### config.mk
export PLATFORM = sky130hd
export DESIGN_NAME = auto_guesser
export DESIGN_NICKNAME = d
export VERILOG_FILES = /design/src/rtl/auto_guesser.sv
export SDC_FILE = /design/constraint.sdc
export NUM_CORES = 1
export LEC_CHECK = 0
export CORE_MARGIN = 1.5
export CORE_UTILIZATION = 54
export CTS_BUF_LIST = sky130_fd_sc_hd__clkbuf_16
export DETAILED_ROUTE_END_ITERATION = 10
export MAX_ROUTING_LAYER = met4
export PLACE_DENSITY = 0.81
export SLEW_MARGIN = 20
export SYNTH_ARGS = -nofsm -noshare
export SYNTH_HDL_FRONTEND = slang
export SYNTH_SLANG_ARGS = --single-unit
### constraint.sdc
create_clock -name clk -period 4.1 [get_ports clk]
set_input_delay 1.025 -clock clk [delete_from_list [all_inputs] [get_ports clk]]
set_output_delay 1.025 -clock clk [all_outputs]
set_load 0.05 [all_outputs]
### src/rtl/auto_guesser.sv
// Binary-search guesser: submits guesses to an external responder and narrows
// the [lo, hi] window from over/under/equal feedback until it hits or faults.
module auto_guesser #(
  parameter int RESP_LAT = 2
) (
  input  logic       clk,
  input  logic       reset,
  input  logic       i_start,
  input  logic       i_over,
  input  logic       i_under,
  input  logic       i_equal,
  output logic [7:0] o_guess,
  output logic       o_enter,
  output logic       o_done,
  output logic       o_fail,
  output logic [3:0] o_count
);

  typedef enum logic [2:0] {
    IDLE  = 3'd0,
    SETUP = 3'd1,
    ENTER = 3'd2,
    WAIT  = 3'd3,
    EVAL  = 3'd4,
    DONE  = 3'd5,
    FAIL  = 3'd6
  } state_t;

  localparam logic [3:0] WAIT_LAST   = 4'(RESP_LAT - 1);
  localparam logic [7:0] START_GUESS = 8'd127;

  state_t     state_r;
  logic [7:0] lo_r;
  logic [7:0] hi_r;
  logic [3:0] wait_cnt_r;

  logic       onehot_s;
  logic       eval_fail_s;
  logic [7:0] new_lo_s;
  logic [7:0] new_hi_s;
  logic [7:0] guess_dec_s;
  logic [7:0] guess_inc_s;
  logic [8:0] sum_s;
  logic [7:0] next_guess_s;

  // Feedback evaluation: window update and fault detection for the EVAL cycle.
  always_comb begin
    onehot_s    = ({i_over, i_under, i_equal} == 3'b100) ||
                  ({i_over, i_under, i_equal} == 3'b010) ||
                  ({i_over, i_under, i_equal} == 3'b001);
    guess_dec_s = o_guess - 8'd1;
    guess_inc_s = o_guess + 8'd1;
    eval_fail_s = 1'b0;
    new_lo_s    = lo_r;
    new_hi_s    = hi_r;
    if (!onehot_s) begin
      eval_fail_s = 1'b1;
    end else if (i_equal) begin
      eval_fail_s = 1'b0;
    end else if (o_count == 4'd15) begin
      eval_fail_s = 1'b1;
    end else if (i_over) begin
      if ((o_guess == 8'd0) || (lo_r > guess_dec_s)) begin
        eval_fail_s = 1'b1;
      end else begin
        new_hi_s = guess_dec_s;
      end
    end else begin
      if ((o_guess == 8'd255) || (guess_inc_s > hi_r)) begin
        eval_fail_s = 1'b1;
      end else begin
        new_lo_s = guess_inc_s;
      end
    end
    sum_s        = {1'b0, new_lo_s} + {1'b0, new_hi_s};
    next_guess_s = sum_s[8:1];
  end

  // Search sequencer with registered outputs.
  always_ff @(posedge clk) begin
    if (reset) begin
      state_r    <= IDLE;
      lo_r       <= 8'd0;
      hi_r       <= 8'd255;
      wait_cnt_r <= 4'd0;
      o_guess    <= 8'd0;
      o_enter    <= 1'b0;
      o_done     <= 1'b0;
      o_fail     <= 1'b0;
      o_count    <= 4'd0;
    end else begin
      o_enter <= 1'b0;
      case (state_r)
        IDLE, DONE, FAIL: begin
          if (i_start) begin
            state_r <= SETUP;
            lo_r    <= 8'd0;
            hi_r    <= 8'd255;
            o_guess <= START_GUESS;
            o_count <= 4'd0;
            o_done  <= 1'b0;
            o_fail  <= 1'b0;
          end else begin
            state_r <= state_r;
          end
        end
        SETUP: begin
          state_r <= ENTER;
          o_enter <= 1'b1;
          o_count <= o_count + 4'd1;
        end
        ENTER: begin
          state_r    <= WAIT;
          wait_cnt_r <= 4'd0;
        end
        WAIT: begin
          if (wait_cnt_r == WAIT_LAST) begin
            state_r <= EVAL;
          end else begin
            wait_cnt_r <= wait_cnt_r + 4'd1;
          end
        end
        EVAL: begin
          if (eval_fail_s) begin
            state_r <= FAIL;
            o_fail  <= 1'b1;
          end else if (i_equal) begin
            state_r <= DONE;
            o_done  <= 1'b1;
          end else begin
            state_r <= SETUP;
            lo_r    <= new_lo_s;
            hi_r    <= new_hi_s;
            o_guess <= next_guess_s;
          end
        end
        default: begin
          state_r <= IDLE;
        end
      endcase
    end
  end

endmodule

Word-level counts from Yosys, hierarchy flattened
Index checks and enable logic that the tools add are counted.

word-level totals
  register bits after elaboration = 38
  bits in latches = 0
  RAM bits = 0
  bits in read-only memories = 0
  input port bits = 6
  output and inout port bits = 15
  logic and storage cells = 95
  memories kept = 0

cells by class
  $add $sub $neg = 5
  multipliers = 0
  divide/modulo/power cells = 0
  magnitude comparators = 2
  equal/unequal tests = 19
  shifts and indexed selects = 0
  multiplexer cells = 44
  bitwise operators = 0
  reductions and logical operators = 16

operator list
  operator                                              count
  two-way mux 8 bit                                     19
  case mux 8 bit (2 select lines)                       3
  greater-than comparator 8 bit                         2
  case mux 4 bit (2 select lines)                       2
  case mux 3 bit (5 select lines)                       1
  inequality test 2 bit (second input constant)         7
  equality test 3 bit (second input constant)           4
  two-way mux 3 bit                                     4
  two-way mux 1 bit                                     11
  adder 8 x 8 -> 9 bit                                  1
  equality test 3 x 2 -> 1 bit (second input constant)  3
  adder 4 x 1 -> 4 bit (second input constant)          2
  adder 8 x 1 -> 8 bit (second input constant)          1
  equality test 8 bit (second input constant)           1
  zero test 8 bit                                       1
  two-way mux 4 bit                                     2
  AND reduction 4 bit                                   2
  subtractor 8 x 1 -> 8 bit (second input constant)     1
  equality test 3 x 1 -> 1 bit (second input constant)  2
  AND reduction 2 bit                                   3
  nonzero test 2 bit                                    3
  equality test 4 x 1 -> 1 bit (second input constant)  1
  equality test 4 bit (second input constant)           1
  logical OR 1 bit                                      4
  other kinds (4)                                       5

Depth between registers and ports, before layout
Gate-level depths: netlist of run 1.

  depth in word-level cells = 12
  depth in mapped cells = 23
  depth with buffers taken out = 21

Least setup slack after synthesis of run 1
OpenSTA, ideal clock, no wires.

  path type = register -> register
  start point = register o_guess[0]
  end point = register o_guess[7]
  setup time = 0.128 ns
  arrival time = 4.448 ns
  required time = 3.972 ns
  setup slack = -0.476 ns
  cell stages (with the launch flop) = 20
  path buffers = 1
  period minus slack after synthesis = 4.576 ns
  path through = dfxtp_1 -> inv_1 -> ha_1 -> ha_1 -> nor2b_1 -> o211ai_1 -> a21oi_1 -> nor3_2 -> clkbuf_1 -> mux2_2 -> ha_1 -> nor2b_1 -> o21ai_0 -> a21oi_1 -> o21ai_0 -> nand2b_1 -> a21o_1 -> a21oi_1 -> or3_1 -> a21oi_1

between the ends
  word-level cells in the longest chain between the ends = 12
  elaborated cells on any way between the ends = 30
  those cells by class = add/sub (3); order compare (2); eq/ne (2); mux (19); reduce/logical (4)

RTL lines
  element                                                                   line    text
  start: declaration                                                        12      output logic [7:0] o_guess,
  start signal: assignment                                                  134     o_guess <= next_guess_s;
  adder 8 x 1 -> 8 bit / subtractor 8 x 1 -> 8 bit (equally long branches)  52, 51
  greater-than comparator 8 bit (on tied branches)                          69, 63
  logical OR 1 bit (on tied branches)                                       69, 63
  two-way mux 8 bit (on tied branches)                                      69, 63
  two-way mux 8 bit                                                         62      end else if (i_over) begin
  two-way mux 8 bit                                                         60      end else if (o_count == 4'd15) begin
  two-way mux 8 bit                                                         58      end else if (i_equal) begin
  two-way mux 8 bit                                                         56      if (!onehot_s) begin
  adder 8 x 8 -> 9 bit                                                      75      sum_s = {1'b0, new_lo_s} + {1'b0, new_hi_s};
  two-way mux 8 bit                                                         127     end else if (i_equal) begin
  two-way mux 8 bit                                                         124     if (eval_fail_s) begin
  case mux 8 bit (2 select lines)                                           93      case (state_r)

Parallel ways exist; a longest one is shown, timed or not. The select of a mux whose other input is x is not followed.
A chain may end at the register's enable or synchronous reset.

Worst setup path in the final report of run 1
  start point = register o_guess[2]
  end point = register o_guess[4]

The elaborated chain is that of the path after synthesis.

==> results by group, run 1 <==
Run status
  • Outcome: finished with violations
  • Failing checks: negative setup slack

Timing
  • Hold Violations, Final: 0
  • Unrepaired setup endpoints after global routing: yes
  • Setup violators final: 2
  • Final worst setup slack: -0.0632 ns
  • Tcrit/Tclk final: 1.02
  • Final slew viol count: 0
  • Max Freq: 240 MHz
  • Clk_skew: 0.00729 ns
  • Worst Max-Slew Pin Slew: 0.828 ns
  • Slew HR: 0.446
  • Final Critical Period: 4.16 ns

GRT
  • Grt total ovfl: 0
  • Vias in the first global route: 2640
  • Largest net degree at the start of global routing: 29
  • Tot GR Track Use: 0.264
  • First-pass GRT wire length: 12200 µm
  • Initial antenna violation count: 0

Placement
  • Port bufs: 20
  • Placed wire-length estimate: 5520 µm
  • Pre-CTS setup slack: -0.0959 ns
  • GP Congestion: 0.996
  • Area post-placement: 0.00332 mm²

Critical path
  • Worst Setup EP: o_guess[4]
  • CP required: 4.26 ns
  • Worst reg-to-reg path cell count: 17
  • R2R setup slack: -0.06 ns
  • Worst Path Arrival: 4.32 ns
  • Worst stage delay on the critical path: 0.41 ns
  • Crit path cell chain: nor4_4 > nand2_1 > xor2_2 > ha_1 > nand4_1 > nor2_1 > nor2_1 > nor3_2 > buf_4 > a21oi_1 > ha_1 > buf_4 > a2111o_1 > a21oi_2 > nor3_1 > xnor2_1 > a311oi_1
  • CP Max Fanout: 6
  • CP max stage cell: a2111o_1
  • Startpoint types: flop
  • RR Endpoint: o_guess[4]
  • Worst r2r src: o_guess[2]
  • CP Capture Type: flop
  • Critical path's top delay family: simple AND/OR/NAND/NOR gates
  • Setup CP Type: reg -> reg
  • Crit path launch: o_guess[2]
  • Crit path buf inv count: 2
  • WP depth: 17

Synthesis
  • Syn_area_per_cell: 7.94 µm²
  • Cells after Synth: 367
  • FFs w/ async S/R, synth: 0
  • Cell taking the most area after synthesis: dfxtp_1
  • Most used DFF post-synth: dfxtp_1
  • Post-Syn Nets: 403
  • Warning count from the yosys run: 0
  • Synth Register Bits: 38
  • Post-synth cell types: 54
  • Synth Cell Area: 0.00291 mm²
  • EDFF count, synth: 0
  • Area contributors post-synth: dfxtp_1 26%, ha_1 12%, a21oi_1 6.4%
  • Post-synthesis sequential area ratio: 0.261
  • Top-area cell type share of the netlist area: 0.261

Pwr
  • Flop pwr share: 0.363
  • Pwr Total: 1.14 mW
  • Logic pwr share: 0.320
  • P_leak: 1.55 nW
  • P_sw: 383 µW
  • Power density over the cells: 311 mW/mm²
  • Clock network power share: 0.317
  • Pint: 759 µW
  • Switching share of power: 0.336
  • VDD IR max: 0.229 mV

Route
  • Total wire length: 8250 µm
  • Drt via density: 6.08
  • Vias after detailed routing: 2894
  • DR pass1 iterations: 6
  • Wire per inst: 17.3 µm
  • DRT iter0 DRCs: 243
  • # DRC: 0
  • Post-DRT Antenna Nets: 0

Layout
  • Layout cell share with drive strength beyond 1: 0.224
  • Ant diodes: 0
  • Area delta synth->final: 26.1%
  • Fill cell count: 394
  • Fin nets: 441
  • Most frequent cells in the layout: 42 x nor2_1, 34 x buf_4, 33 x a21oi_1, 31 x dfxtp_1, 26 x ha_1
  • Commonest non-fill, non-tap cell in the layout: nor2_1
  • Fin area: 0.00368 mm²

CTS
  • CTS Buffer Depth: 2
  • CTS tree: yes
  • Total CTS buffers: 5
  • Cts hold-fix bufs: 0
  • CTS clk-pin slew, worst paths: 0.06 ns
  • Later-pin clock latency in the skew report: 0.28 ns
  • CTS sink count: 38
  • H-tree levels: 2
  • Clock root cell: clkbuf_16

Hold path
  • Worst hold path type: reg -> reg

Floorplanning
  • Core Area: 0.00514 mm²
  • Die ar.: 0.00585 mm²
  • Die Wd: 76.5 µm
  • Die Y: 76.5 µm
  • Initial Utilization: 0.567
  • I/O pin cnt: 21
  • FP Rows: 26

Run
  • Max cap viols: 0
## power groups by stage
stage | clock network, mW | logic (mW) | registers, mW
after floorplan | 0 | 0.206 | 0.435
after global placement | 0 | 0.304 | 0.420
after detailed placement | 0 | 0.311 | 0.422
after CTS | 0.365 | 0.318 | 0.414
after global routing | 0.387 | 0.390 | 0.417
final | 0.362 | 0.366 | 0.415
## worst min-delay path: stages, from the launching register on
cell     delay [ns]
dfxtp_1        0.33
nand2_1        0.06
a21oi_1        0.05
## registers in the layout, indices dropped and copies added, names as in the netlist
signal and cells:
hi_r 8, lo_r 8, o_guess 8, o_count 4, wait_cnt_r 4, state_r 3, o_done 1, o_enter 1
o_fail 1
## cell families after synthesis
group	after synthesis	share of synthesized area
xor+xnor	17	0.0511
compound gates	90	0.205
mux	8	0.0305
flops	38	0.261
simple gates	142	0.255
buf+inv	42	0.0653
fa+ha+maj	30	0.131
## worst min-delay path by stage
| stage | start | endpoint | depth (start not counted) |
|---|---|---|---|
| floorplan | lo_r[2] | lo_r[2] | 2 |
| global placement | lo_r[0] | lo_r[0] | 2 |
| detailed placement | lo_r[6] | lo_r[6] | 2 |
| CTS | lo_r[6] | lo_r[6] | 2 |
| global route | lo_r[6] | lo_r[6] | 2 |
| finish | lo_r[1] | lo_r[1] | 2 |
## routing by layer
metal,vias to the layer above,track usage,share of wire
met5,-,-,0
li1,1380,-,-
met1,1345,0.327,0.42
met3,29,0.0419,0.063
met4,0,0.0963,0.022
met2,140,0.436,0.49
## final cells by class
cell class | instances | area [µm²] | share of cell area
Timing Repair Buffer | 55 | 475 | 0.129
Inverter | 18 | 67.6 | 0.0184
Clock inverter | 3 | 12.5 | 0.00340
Clock buffer | 5 | 125 | 0.0340
Tap cell | 70 | 87.6 | 0.0238
Sequential cell | 38 | 787 | 0.214
Multi-Input combinational cell | 287 | 2120 | 0.577
## synthesized netlist by cell type, types with 2 or more instances
cell / count
dfxtp_1: 38
nor3b_1: 4
nor3_2: 2
mux2_2: 7
a221oi_1: 2
buf_4: 3
a311oi_1: 5
and3_1: 4
buf_6: 2
nand2_1: 21
o21a_1: 3
nand3_2: 2
o211ai_1: 2
a22oi_1: 2
xor2_1: 8
inv_1: 18
buf_2: 5
o21bai_1: 7
xnor2_1: 9
nor2_1: 43
or2_1: 2
o21ai_0: 12
nor3_1: 15
ha_1: 29
nand2b_1: 8
nand3_1: 15
or3_1: 3
clkbuf_1: 13
a21oi_1: 37
a21o_1: 5
and2_1: 3
nor2b_1: 6
nand3b_1: 2
a211oi_1: 4
nand4_1: 7
## repair_timing
action | 4_1_cts | 5_1_grt
buffers inserted | 1 | 8
pin swaps | 2 | 12
resized for setup | 5 | 29
endpoints found under the setup margin | 3 | 5
gates cloned | 0 | 0
## through the flow
stage	instances	TNS, ns	hold slack, ns	utilization
after floorplan	367	0	0.447	-
final	476	-0.0799	0.481	0.715
after global placement	459	-0.0647	0.457	0.645
after global routing	476	-0.437	0.494	0.715
after detailed placement	459	-0.336	0.471	0.645
after CTS	468	0	0.479	0.676
No activity file was read; power rests on OpenSTA's default activity.
==> inputs of run 2 (changes only) <==
--- a/config.mk
+++ b/config.mk
@@ -9,7 +9,6 @@
 export CORE_UTILIZATION = 54
 export CTS_BUF_LIST = sky130_fd_sc_hd__clkbuf_16
 export DETAILED_ROUTE_END_ITERATION = 10
-export MAX_ROUTING_LAYER = met4
 export PLACE_DENSITY = 0.81
 export SLEW_MARGIN = 20
 export SYNTH_ARGS = -nofsm -noshare
==> results by group, run 2 (synthesis results as in run 1) <==
Placement
  • Placed wire-length estimate: 5500 µm (-0.38%)
  • Placed insts: 459 (unchanged)
  • Port bufs: 20 (unchanged)
  • GP Congestion: 0.961 (-3.4%)
  • Pre-CTS setup slack: -0.154 ns (-0.0580 ns)

CTS
  • Later-pin clock latency in the skew report: 0.28 ns (about the same)
  • CTS Buffer Depth: 2 (unchanged)
  • CTS clk-pin slew, worst paths: 0.06 ns (about the same)
  • CTS sink count: 38 (unchanged)
  • CTS tree: yes
  • Total CTS buffers: 5 (unchanged)
  • H-tree levels: 2 (unchanged)
  • Cts hold-fix bufs: 0 (unchanged)
  • Clock root cell: clkbuf_16

Route
  • # DRC: 0 (unchanged)
  • DR pass1 iterations: 5 (-1)
  • Wire per inst: 16.3 µm (-5.8%)
  • Vias after detailed routing: 2813 (-2.8%)
  • Total wire length: 7790 µm (-5.6%)
  • Post-DRT Antenna Nets: 0 (unchanged)
  • Drt via density: 5.90 (-3.0%)
  • DRT iter0 DRCs: 202 (-17%)

Floorplanning
  • Initial Utilization: 0.567 (unchanged)
  • FP Rows: 26 (unchanged)
  • Die ar.: 0.00585 mm² (unchanged)
  • Die Wd: 76.5 µm (unchanged)
  • Die Y: 76.5 µm (unchanged)
  • Core Area: 0.00514 mm² (unchanged)
  • I/O pin cnt: 21 (unchanged)

Pwr
  • P_leak: 1.57 nW (+1.5%)
  • Power density over the cells: 326 mW/mm² (+4.9%)
  • VDD IR max: 0.265 mV (+16%)
  • Pwr Total: 1.21 mW (+5.9%)

Critical path
  • Worst Path Arrival: 4.21 ns (-0.11 ns)
  • CP Max Fanout: 6 (unchanged)
  • CP Capture Type: flop
  • Startpoint types: flop
  • Setup CP Type: reg -> reg
  • CP required: 4.29 ns (+0.03 ns)

Layout
  • Commonest non-fill, non-tap cell in the layout: nor2_1
  • Most frequent cells in the layout: 40 x nor2_1, 33 x a21oi_1, 32 x buf_4, 31 x dfxtp_1, 26 x ha_1
  • Layout cell share with drive strength beyond 1: 0.231 (+0.00682)
  • Area delta synth->final: 27.4%
  • Largest regs: hi_r: 8 flops, lo_r: 8 flops, o_guess: 8 flops
  • Non-filler cells, final: 477 (+0.21%)
  • Fin util: 0.722 (+0.00706)
  • Fill cell count: 391 (-0.76%)
  • Ant diodes: 0 (unchanged)
  • Fin nets: 442 (+0.23%)

GRT
  • Initial antenna violation count: 0 (unchanged)
  • First-pass GRT wire length: 12100 µm (-0.90%)
  • Vias in the first global route: 2591 (-1.9%)
  • Grt total ovfl: 0 (unchanged)
  • Largest net degree at the start of global routing: 29 (unchanged)
  • Tot GR Track Use: 0.257 (-0.00777)

Timing
  • Hold Violations, Final: 0 (unchanged)
  • Max Freq: 249 MHz (+3.5%)
  • Slew HR: 0.598 (+0.152)
  • Final worst setup slack: 0.0782 ns (+0.141 ns)
  • Tcrit/Tclk final: 0.981 (-0.0345)
  • WHS: 0.486 ns (+0.00509 ns)
  • Setup violators final: 0 (-2)
  • Final slew viol count: 0 (unchanged)
  • Clk_skew: 0.00582 ns (-0.00147 ns)
  • Worst Max-Slew Pin Slew: 0.602 ns (-0.226 ns)
  • Final Critical Period: 4.02 ns (-0.141 ns)
  • Unrepaired setup endpoints after global routing: yes

Run
  • Max cap viols: 0 (unchanged)

Run status
  • Outcome: complete, no violations

Hold path
  • Worst hold path type: reg -> reg
[run 2: cell type report]
cell class,count,area [µm²],share of cell area
clock buffer,5,125,0.0337
clock inverter,3,40.0,0.0108
inverter,18,67.6,0.0182
multi-input combinational,287,2110,0.568
sequential,38,782,0.211
tap,70,87.6,0.0236
timing repair buffer,56,503,0.135
[run 2: layer usage]
| layer | wire [µm] | GRT usage | share of wire |
|---|---|---|---|
| met3 | 437 | 0.0359 | 0.056 |
| met4 | 218 | 0.0870 | 0.028 |
| met2 | 3650 | 0.424 | 0.47 |
| met5 | 0 | 0 | 0 |
| met1 | 3480 | 0.342 | 0.45 |
[run 2: stage by stage]
| stage | TNS [ns] | area [µm²] |
|---|---|---|
| after global placement | -0.100 | 3320 |
| final | 0 | 3710 |
| after detailed placement | -0.432 | 3320 |
| after global routing | -0.479 | 3710 |
| after CTS | 0 | 3510 |
| after floorplan | 0 | 2950 |
[run 2: repair_timing]
action	4_1_cts	5_1_grt
resized for setup	4	31
pin swaps	2	16
buffers inserted	1	9
endpoints found under the setup margin	1	7
[run 2: critical path: stages (launching register included)]
cell,delay [ns]
dfxtp_4,0.36
nor4_4,0.33
nand2_1,0.13
xor2_2,0.17
ha_1,0.32
nand4_1,0.22
nor2_2,0.18
nor2_1,0.09
nor3_4,0.33
buf_6,0.16
nand2_1,0.07
o21ai_2,0.10
inv_1,0.10
ha_1,0.28
and4_1,0.25
a21oi_2,0.09
o41ai_2,0.36
xnor2_1,0.12
a311oi_2,0.24
[run 2: final timing paths]
check	from	end	slack [ns]	cells after the start
max	o_guess[4]	o_guess[6]	0.08	18
min	lo_r[1]	lo_r[1]	0.49	2
max reg2reg	o_guess[4]	o_guess[6]	0.08	18
min reg2reg	lo_r[1]	lo_r[1]	0.49	2
[run 2: where the power goes]
part	leakage (nW)	switching, mW	internal (mW)
clock	0.0836	0.150	0.285
sequential	0.313	0.0281	0.383
combinational	1.17	0.204	0.160
==> inputs of run 3 (changes only) <==
--- a/config.mk
+++ b/config.mk
@@ -9,7 +9,9 @@
 export CORE_UTILIZATION = 54
 export CTS_BUF_LIST = sky130_fd_sc_hd__clkbuf_16
 export DETAILED_ROUTE_END_ITERATION = 10
+export GPL_TIMING_DRIVEN = 0
 export PLACE_DENSITY = 0.81
+export SKIP_LAST_GASP = 1
 export SLEW_MARGIN = 20
 export SYNTH_ARGS = -nofsm -noshare
 export SYNTH_HDL_FRONTEND = slang
==> results by group, run 3 (synthesis results as in run 1) <==
Pwr
  • Clock network power share: 0.387 (+0.028)
  • Logic pwr share: 0.303 (+0.002)
  • Power density over the cells: 340 mW/mm² (+4.5%)
  • Pwr Total: 1.34 mW (+11%)
  • Switching share of power: 0.327 (+0.0112)
  • P_leak: 1.65 nW (+4.8%)
  • VDD IR max: 0.228 mV (-14%)
  • Pint: 904 µW (+9.3%)
  • Flop pwr share: 0.311 (-0.029)
  • P_sw: 439 µW (+15%)

Timing
  • Hold Violations, Final: 0 (unchanged)
  • Unrepaired setup endpoints after global routing: yes
  • Final worst setup slack: -0.0930 ns (-0.171 ns)
  • Clk_skew: 0.00469 ns (-0.00113 ns)
  • Final slew viol count: 0 (unchanged)
  • Final Critical Period: 4.19 ns (+0.171 ns)
  • Max Freq: 238 MHz (-4.1%)
  • Slew HR: 0.597 (-0.00135)
  • Tcrit/Tclk final: 1.02 (+0.0418)
  • Setup violators final: 4 (+4)
  • Worst Max-Slew Pin Slew: 0.605 ns (+0.00285 ns)

Route
  • DRT iter0 DRCs: 346 (+71%)
  • Vias after detailed routing: 3184 (+13%)
  • Wire per inst: 20.4 µm (+25%)
  • Post-DRT Antenna Nets: 0 (unchanged)
  • # DRC: 0 (unchanged)
  • Drt via density: 6.51 (+10%)
  • DR pass1 iterations: 5 (unchanged)
  • Total wire length: 9960 µm (+28%)

Floorplanning
  • Die Y: 76.5 µm (unchanged)
  • Die ar.: 0.00585 mm² (unchanged)
  • FP Rows: 26 (unchanged)
  • I/O pin cnt: 21 (unchanged)
  • Initial Utilization: 0.567 (unchanged)
  • Die Wd: 76.5 µm (unchanged)
  • Core Area: 0.00514 mm² (unchanged)

GRT
  • Tot GR Track Use: 0.276 (+0.0192)
  • Initial antenna violation count: 0 (unchanged)
  • First-pass GRT wire length: 12800 µm (+5.8%)
  • Largest net degree at the start of global routing: 14 (-52%)
  • Vias in the first global route: 2769 (+6.9%)
  • Grt total ovfl: 0 (unchanged)

Run
  • Max cap viols: 0 (unchanged)

CTS
  • H-tree levels: 2 (unchanged)
  • Total CTS buffers: 5 (unchanged)
  • CTS clk-pin slew, worst paths: 0.06 ns (about the same)
  • CTS sink count: 38 (unchanged)
  • CTS tree: yes
  • Later-pin clock latency in the skew report: 0.29 ns (about the same)
  • CTS Buffer Depth: 2 (unchanged)
  • Clock root cell: clkbuf_16

Layout
  • Fin nets: 454 (+2.7%)
  • Layout cell share with drive strength beyond 1: 0.270 (+0.0387)
  • Ant diodes: 0 (unchanged)
  • Non-filler cells, final: 489 (+2.5%)
  • Most frequent cells in the layout: 39 x nor2_1, 31 x dfxtp_1, 29 x buf_4, 28 x a21oi_1, 22 x ha_1
  • Largest regs: hi_r: 8 flops, lo_r: 8 flops, o_guess: 8 flops
  • Commonest non-fill, non-tap cell in the layout: nor2_1
  • Area delta synth->final: 35.5%

Run status
  • Failing checks: negative setup slack
  • Outcome: finished with violations

Critical path
  • CP Capture Type: flop
  • CP required: 4.32 ns (+0.03 ns)
  • CP Max Fanout: 7 (+1)
  • Startpoint types: flop
  • Worst Path Arrival: 4.42 ns (+0.21 ns)
  • Setup CP Type: reg -> reg

Placement
  • GP Congestion: 1.00 (+4.2%)
  • Placed insts: 456 (-0.65%)
  • Port bufs: 19 (-5.0%)
  • Placed wire-length estimate: 5710 µm (+3.7%)

Hold path
  • Worst hold path type: reg -> reg
run 3: layer usage:
layer	routed length [µm]	GRT usage	up-vias
li1	-	-	1406
met2	4880	0.512	216
met1	3640	0.313	1485
met5	0	0	-
met3	738	0.0407	77
met4	706	0.113	0
run 3: worst paths after layout:
| path | end | slack (ns) | cells past startpoint | from |
|---|---|---|---|---|
| max | o_guess[7] | -0.09 | 22 | o_guess[0] |
| min | lo_r[0] | 0.49 | 2 | lo_r[0] |
| max reg2reg | o_guess[7] | -0.09 | 22 | o_guess[0] |
| min reg2reg | lo_r[0] | 0.49 | 2 | lo_r[0] |
run 3: power by group through the flow:
stage	Sequential, mW	Combinational, mW	Clock, mW
finish	0.417	0.407	0.520
floorplan	0.435	0.206	0
global placement	0.403	0.309	0
global route	0.418	0.431	0.533
detailed placement	0.403	0.318	0
CTS	0.396	0.339	0.515
run 3: critical path: stages (launching register included):
cell and delay (ns):
dfxtp_4 0.40, nor3_4 0.25, nor3b_4 0.30, xnor2_2 0.12
ha_1 0.31, nand4_1 0.21, nor2_2 0.23, nor2_2 0.06
nor3_2 0.23, buf_6 0.19, buf_8 0.14, nor2_4 0.04
a21oi_4 0.17, ha_4 0.18, nor2b_4 0.13, o21ai_2 0.08
a21oi_2 0.16, o21ai_1 0.09, nand2b_1 0.12, a21o_1 0.14
a21oi_2 0.06, or3_1 0.40, a21oi_2 0.12
run 3: area by class of cell:
class	count	area, µm²
buffer	19	105
tap	70	87.6
sequential	38	785
fill	349	1190
inverter	18	71.3
clock inverter	3	68.8
clock buffer	5	125
timing repair buffer	49	413
multi-input combinational	287	2290
run 3: per-stage QoR:
| step | cell area [µm²] | hold WS [ns] | setup WS (ns) | util | setup TNS (ns) |
|---|---|---|---|---|---|
| finish | 3950 | 0.485 | -0.0930 | 0.768 | -0.169 |
| global route | 3950 | 0.500 | -0.236 | 0.768 | -0.797 |
| CTS | 3590 | 0.475 | -0.0312 | 0.698 | -0.0312 |
| detailed placement | 3220 | 0.466 | -0.716 | 0.627 | -2.56 |
| global placement | 3220 | 0.459 | -0.665 | 0.627 | -2.32 |
| floorplan | 2950 | 0.447 | 0.00529 | - | 0 |
run 3: timing repair:
item                                    4_1_cts  5_1_grt
resized for setup                            21       45
setup buffers                                10       20
hold buffers                                  0        0
endpoints found under the setup margin        6        6
endpoints found under the hold margin         0        0
pin swaps                                     8       25
